<file path="src/rtl/udma_pkg.sv">
// Shared uDMA channel types, datasize codes and the response alignment helper.
package udma_pkg;

  typedef logic [31:0] ch_addr_t;
  typedef logic [31:0] ch_data_t;
  typedef logic [1:0]  ch_datasize_t;
  typedef logic [3:0]  ch_id_t;

  localparam ch_datasize_t UDMA_SIZE_BYTE = 2'd0;
  localparam ch_datasize_t UDMA_SIZE_HALF = 2'd1;
  localparam ch_datasize_t UDMA_SIZE_WORD = 2'd2;

  // Everything needed to route and align one read response.
  typedef struct packed {
    ch_id_t       id;
    ch_datasize_t size;
    logic [1:0]   off;
  } arb_tag_t;

  // Zero-extended byte/half extraction; size 3 falls through to word.
  function automatic ch_data_t udma_align(input ch_data_t data, input ch_datasize_t size,
                                          input logic [1:0] off);
    ch_data_t result;
    case (size)
      UDMA_SIZE_BYTE: result = {24'h0, 8'(data >> {off, 3'b000})};
      UDMA_SIZE_HALF: result = {16'h0, 16'(data >> {off[1], 4'b0000})};
      default:        result = data;
    endcase
    return result;
  endfunction

endpackage

</file>
<file path="src/rtl/udma_arb_fifo.sv">
// Small synchronous FIFO used for the arbiter's tag and read-data queues.
module udma_arb_fifo #(
  parameter int WIDTH = 8,
  parameter int DEPTH = 4
) (
  input  logic             clk,
  input  logic             rst,
  input  logic             push,
  input  logic [WIDTH-1:0] wdata,
  input  logic             pop,
  output logic [WIDTH-1:0] rdata,
  output logic             empty,
  output logic             full
);

  localparam int AW = $clog2(DEPTH);

  logic [WIDTH-1:0] store [DEPTH];
  logic [AW:0]      wptr;
  logic [AW:0]      rptr;

  // Extra pointer bit distinguishes full from empty.
  assign empty = (wptr == rptr);
  assign full  = (wptr[AW] != rptr[AW]) && (wptr[AW-1:0] == rptr[AW-1:0]);
  assign rdata = store[rptr[AW-1:0]];

  always_ff @(posedge clk) begin
    if (rst) begin
      wptr <= '0;
      rptr <= '0;
    end else begin
      if (push && !full)
        wptr <= wptr + (AW+1)'(1);
      if (pop && !empty)
        rptr <= rptr + (AW+1)'(1);
    end
  end

  always_ff @(posedge clk) begin
    if (push && !full)
      store[wptr[AW-1:0]] <= wdata;
  end

endmodule

</file>
<file path="src/rtl/udma_ext_tx_arbiter.sv">
// Round-robin N-channel read arbiter onto one L2 read port with in-order, aligned responses.
// Optional high-priority request class enabled by defining UDMA_EXT_ARB_PRIO_EN.
module udma_ext_tx_arbiter
  import udma_pkg::*;
#(
  parameter int N_CH   = 4,
  parameter int ADDR_W = 32,
  parameter int DATA_W = 32,
  parameter int DEPTH  = 4
) (
  input  logic                     clk_i,
  input  logic                     rst_i,
  input  logic [N_CH-1:0]          ch_req_i,
`ifdef UDMA_EXT_ARB_PRIO_EN
  input  logic [N_CH-1:0]          prio_i,
`endif
  input  logic [N_CH*ADDR_W-1:0]   ch_addr_i,
  input  logic [N_CH*2-1:0]        ch_datasize_i,
  output logic [N_CH-1:0]          ch_gnt_o,
  output logic [N_CH-1:0]          ch_valid_o,
  output logic [DATA_W-1:0]        ch_data_o,
  input  logic [N_CH-1:0]          ch_ready_i,
  output logic                     mem_req_o,
  output logic [ADDR_W-1:0]        mem_addr_o,
  input  logic                     mem_gnt_i,
  input  logic                     mem_rvalid_i,
  input  logic [DATA_W-1:0]        mem_rdata_i,
  output logic [$clog2(DEPTH):0]   outstanding_o
);

  localparam int IDW = (N_CH > 1) ? $clog2(N_CH) : 1;
  localparam int CW  = $clog2(DEPTH) + 1;
  localparam int TW  = $bits(arb_tag_t);

  // Handshakes: a request is issued when mem_req_o && mem_gnt_i; a response is
  // delivered when ch_valid_o[k] && ch_ready_i[k]. Valid never waits on ready.

  logic [IDW-1:0]    rr;
  logic [IDW-1:0]    winner;
  logic [CW-1:0]     cnt;
  logic [CW-1:0]     mask_cnt;
  logic [N_CH-1:0]   search;
  logic              issue;
  logic              deliver;
  logic              resp_valid;
  logic              sel_ready;
  logic [ADDR_W-1:0] win_addr;
  ch_datasize_t      win_size;
  arb_tag_t          push_tag;
  arb_tag_t          head_tag;
  logic [TW-1:0]     tag_rdata;
  logic [DATA_W-1:0] head_data;
  logic              tag_empty;
  logic              tag_full;
  logic              data_empty;
  logic              data_full;

  // First requester at or after start, by wrap-around distance.
  function automatic logic [IDW-1:0] rr_pick(input logic [N_CH-1:0] reqs,
                                             input logic [IDW-1:0] start);
    logic [IDW-1:0] pick;
    int best_d;
    int d;
    pick   = start;
    best_d = N_CH;
    for (int j = 0; j < N_CH; j++) begin
      if (reqs[j]) begin
        d = j - int'(start);
        if (d < 0) d = d + N_CH;
        if (d < best_d) begin
          best_d = d;
          pick   = IDW'(j);
        end
      end
    end
    return pick;
  endfunction

  always_comb begin
`ifdef UDMA_EXT_ARB_PRIO_EN
    search = (|(ch_req_i & prio_i)) ? (ch_req_i & prio_i) : ch_req_i;
`else
    search = ch_req_i;
`endif
  end

  assign winner    = rr_pick(search, rr);
  assign mem_req_o = (|ch_req_i) && (cnt < CW'(DEPTH));
  assign issue     = mem_req_o && mem_gnt_i;

  always_comb begin
    win_addr = ch_addr_i[ADDR_W-1:0];
    win_size = ch_datasize_i[1:0];
    ch_gnt_o = '0;
    for (int k = 0; k < N_CH; k++) begin
      if (winner == IDW'(k)) begin
        win_addr    = ch_addr_i[k*ADDR_W +: ADDR_W];
        win_size    = ch_datasize_i[k*2 +: 2];
        ch_gnt_o[k] = issue;
      end
    end
  end

  assign mem_addr_o = {win_addr[ADDR_W-1:2], 2'b00};
  assign push_tag   = '{id: ch_id_t'(winner), size: win_size, off: win_addr[1:0]};

  udma_arb_fifo #(.WIDTH(TW), .DEPTH(DEPTH)) u_tag_fifo (
    .clk   (clk_i),
    .rst   (rst_i),
    .push  (issue && !tag_full),
    .wdata (push_tag),
    .pop   (deliver),
    .rdata (tag_rdata),
    .empty (tag_empty),
    .full  (tag_full)
  );

  // Read data without a tag (e.g. left over from before reset) is dropped.
  udma_arb_fifo #(.WIDTH(DATA_W), .DEPTH(DEPTH)) u_data_fifo (
    .clk   (clk_i),
    .rst   (rst_i),
    .push  (mem_rvalid_i && !tag_empty && !data_full),
    .wdata (mem_rdata_i),
    .pop   (deliver),
    .rdata (head_data),
    .empty (data_empty),
    .full  (data_full)
  );

  assign head_tag   = arb_tag_t'(tag_rdata);
  assign resp_valid = !tag_empty && !data_empty;

  always_comb begin
    ch_valid_o = '0;
    sel_ready  = 1'b0;
    for (int k = 0; k < N_CH; k++) begin
      if (head_tag.id == ch_id_t'(k)) begin
        ch_valid_o[k] = resp_valid;
        sel_ready     = ch_ready_i[k];
      end
    end
  end

  assign deliver       = resp_valid && sel_ready;
  assign ch_data_o     = resp_valid ? udma_align(head_data, head_tag.size, head_tag.off) : '0;
  assign outstanding_o = cnt;

  always_ff @(posedge clk_i) begin
    if (rst_i) begin
      cnt      <= '0;
      rr       <= '0;
      mask_cnt <= CW'(DEPTH);
    end else begin
      case ({issue, deliver})
        2'b10:   cnt <= cnt + CW'(1);
        2'b01:   cnt <= cnt - CW'(1);
        default: cnt <= cnt;
      endcase
      if (issue)
        rr <= (winner == IDW'(N_CH-1)) ? '0 : winner + IDW'(1);
      if (mask_cnt != '0)
        mask_cnt <= mask_cnt - CW'(1);
    end
  end

  // Read data with no tag in flight is a memory-side protocol error.
  a_rvalid_has_tag: assert property (@(posedge clk_i) disable iff (rst_i)
    !(mem_rvalid_i && tag_empty && (mask_cnt == '0)));

endmodule
</file>
<file path="config.mk">
export PLATFORM = sky130hd
export DESIGN_NAME = udma_ext_tx_arbiter
export DESIGN_NICKNAME = d
export VERILOG_FILES = /design/src/rtl/udma_pkg.sv /design/src/rtl/udma_arb_fifo.sv /design/src/rtl/udma_ext_tx_arbiter.sv
export SDC_FILE = /design/constraint.sdc
export NUM_CORES = 1
export LEC_CHECK = 0
export CAP_MARGIN = 20
export CORE_MARGIN = 4
export CORE_UTILIZATION = 43
export CTS_CLUSTER_DIAMETER = 60
export CTS_CLUSTER_SIZE = 30
export DETAILED_ROUTE_END_ITERATION = 16
export GPL_TIMING_DRIVEN = 1
export PLACE_DENSITY = 0.8
export RECOVER_POWER = 25
export SLEW_MARGIN = 20
export SYNTH_ARGS = -nofsm -noshare
export SYNTH_HDL_FRONTEND = slang
export SYNTH_SLANG_ARGS = --single-unit
</file>
<file path="constraint.sdc">
create_clock -name clk_i -period 6.2 [get_ports clk_i]
set_input_delay 1.55 -clock clk_i [delete_from_list [all_inputs] [get_ports clk_i]]
set_output_delay 1.55 -clock clk_i [all_outputs]
set_load 0.01 [all_outputs]
</file>
==> metrics <==
commonest cells after routing, fill and taps aside 193 x clkdlybuf4s50_1, 152 x edfxtp_1, 62 x nor2_1, 46 x nand2_1; Final ANT Viol Nets 0; die area roughly 22000 µm²; post-synth cell types 47; multiplexer share of the synthesized area 16.68%; register area 4986 µm²; VDD IR max between 200 and 300 µV; EDFF count, synth about 150; cell taking the most area after synthesis edfxtp_1; worst slack at placement -1046 ps; Final Max Slew Viols 0; Routed WL per cell between 20 and 25 µm; Worst Max-Slew Pin Slew approximately 850 ps; Setup violations, final 16; Pwr per Cell Area about 380 nW/µm²; leakage power figure 0.004448 µW; xor and xnor area share after synthesis 1.340%; Skew-Pair Late Insertion Delay 420 ps; Final min period between 6000 and 7000 ps; Initial Util 43.66%; DR DRC count 0; total routed wirelength 25030 µm; syn avg cell area 13.34 µm²; clock root buffer master clkbuf_16; cell area after synthesis 8498 µm²; max-capacitance violation count 0; gr ovfl total 0; largest cells by area after synthesis edfxtp_1 54%, mux4_2 9.8%, mux2i_1 5.4%; status finished with violations; CP endpoint kind output port; post-synthesis async set-or-reset flop share 0%; Compound-Gate Fraction of Synth Area between 7 and 8%; I/O Buffers 253; adder-cell share of the synthesized area 2.739%; CTS H-tree depth 4; first-pass GRT wire length approximately 37000 µm; Syn-to-layout area delta 46.05%; worst setup margin -124.3 ps; CP Max Fanout 5; Post-DP HPWL 18410 µm; total number of vias 6379; largest net degree at the start of global routing 33; largest family of logic cells by synthesized area multiplexers; Hold WC Path Type flop to flop; RSZ-0062 raised after global routing yes; cell total after placement between 1k and 1.5k; Fmax 0.1581 GHz; Nets 1127; YS warnings 0; Most used DFF post-synth edfxtp_1; Die X between 100 and 150 µm; post-synthesis instance total between 600 and 700; Yosys top cell area share approximately 54%; vias per inst 5.281; Period Utilization, post-route 102.0%; fillcell total 1470; share of post-route cells with drive strength above 1 19.96%; TritonCTS buffer count 17; # hold bufs at CTS 0; clock sinks 173; core area 19460 µm²; TritonCTS clock tree yes; failing checks negative setup slack; Hold Fails Final Rpt 0; routability cong. 0.8638; commonest non-fill, non-tap cell in the layout clkdlybuf4s50_1; post-synthesis simple-gate area fraction 10.56%; initial antenna violation count 1; skew final 10.83 ps; Worst Path Arrival 4770 ps; max_slew headroom around 43%; Non-Filler Instances 1208; Pwr Total about 4700 µW; #FFs+latches synth 173; footprint of the multi-input gates 3432 µm²; CP Launch Type input pin; Clock transition at path regs about 70 ps; sequential fraction of the synthesis area slightly below 60%; Crit path required time 4650 ps; Crit Path Class input pin to output port; clk buf depth 2; Initial DRC Count 347; drt pass-1 iters 4; Die Ht 148.6 µm; vias in the first global route a little under 7k; Total Routing Usage GR between 20% and 30%; site row count 51; io pins 256
==> worst max-delay path: stages <==
cell,delay (ps)
buf_8,80
nor2b_4,150
nand2_1,60
o21a_1,230
ha_4,180
o21a_1,170
o22ai_2,130
nand2_2,90
a21o_1,190
ha_4,180
nor2b_1,150
and3_1,180
o21ai_1,60
nand3_1,120
inv_2,60
ha_4,170
buf_12,140
buf_6,110
buf_6,100
mux2i_1,100
nor2_1,100
a21oi_1,60
o21ai_1,210
buf_4,180
==> where the power goes <==
part | switching [µW] | internal, µW | leakage, µW
sequential | 50.3 | 1400 | 0.00155
combinational | 1130 | 1120 | 0.00261
clock | 430 | 591 | 0.000282
==> what timing repair did <==
item                                    CTS  global route
gates resized for setup                 142            34
endpoints found under the setup margin   34            34
buffers inserted                         15             4
pin swaps                                16            15
cloned                                    4             0
==> final cells by class <==
| cell class | count | area share, % |
|---|---|---|
| clock inverter | 15 | 1.159 |
| sequential | 173 | 40.17 |
| clock buffer | 17 | 3.427 |
| multi-input combinational | 412 | 27.65 |
| inverter | 13 | 0.3931 |
| antenna | 1 | 0.02016 |
| timing repair buffer | 312 | 24.51 |
| tap | 265 | 2.671 |
==> cells by family (layout without fill, tap and decap cells) <==
family / count (synthesis) / count (layout)
muxes: 92 / 92
adders and majority gates: 18 / 18
xor gates and xnor gates: 13 / 13
DFF: 173 / 173
buffers and inverters: 53 / 357
and+or+nand+nor: 180 / 180
AOI/OAI and AO/OA: 107 / 107
other: 1 / 3
==> cell usage after synthesis, types with 3 or more instances <==
cell type	n
ha_1	17
a21oi_1	43
xnor2_1	9
buf_2	7
buf_4	3
mux4_2	37
mux2i_1	46
dfxtp_1	21
xor2_1	4
a221oi_1	7
and2_1	22
nor2_1	62
inv_1	13
nor2b_1	11
and3_1	10
buf_6	3
clkbuf_1	25
nor3b_1	8
nand2b_1	6
nand2_1	47
edfxtp_1	152
mux2_2	4
nand3_1	4
o21ai_0	45
==> flip-flops by register name, summed over array words and instances, names as in the netlist, named ones only <==
signal             cells
u_data_fifo.rptr       3
u_tag_fifo.rptr        3
u_data_fifo.store    128
outstanding_o          3
u_data_fifo.wptr       3
u_tag_fifo.wptr        3
rr                     2
u_tag_fifo.store      24
==> layer usage <==
| layer | share of wire (%) | global-route usage, % |
|---|---|---|
| met5 | 0 | 0 |
| met4 | 4.4 | 11.55 |
| met3 | 6.7 | 5.789 |
| met2 | 56 | 42.33 |
| met1 | 33 | 23.22 |
==> worst paths after layout <==
path / from / endpoint / slack [ps] / cells past startpoint
setup / recovery: ch_req_i[0] / mem_addr_o[19] / -120 / 24
hold / removal: outstanding_o[2] / outstanding_o[2] / 530 / 2
setup reg to reg: rr[0] / u_tag_fifo.store[2][2] / 2110 / 22
hold reg to reg: outstanding_o[2] / outstanding_o[2] / 530 / 2
==> metrics by stage <==
stage	hold WS [ps]	cell area, µm²	TNS, ps	utilization [%]
6_report	532.9	12410	-690.6	63.77
5_1_grt	573.7	12410	-4589	63.77
4_1_cts	534.7	12380	-83.13	63.62
3_5_place_dp	507.1	11520	-31190	59.18
3_3_place_gp	511.9	11520	-26500	59.18
2_1_floorplan	494.0	8528	0	-
Note: power is estimated with default switching activity, not from simulation.
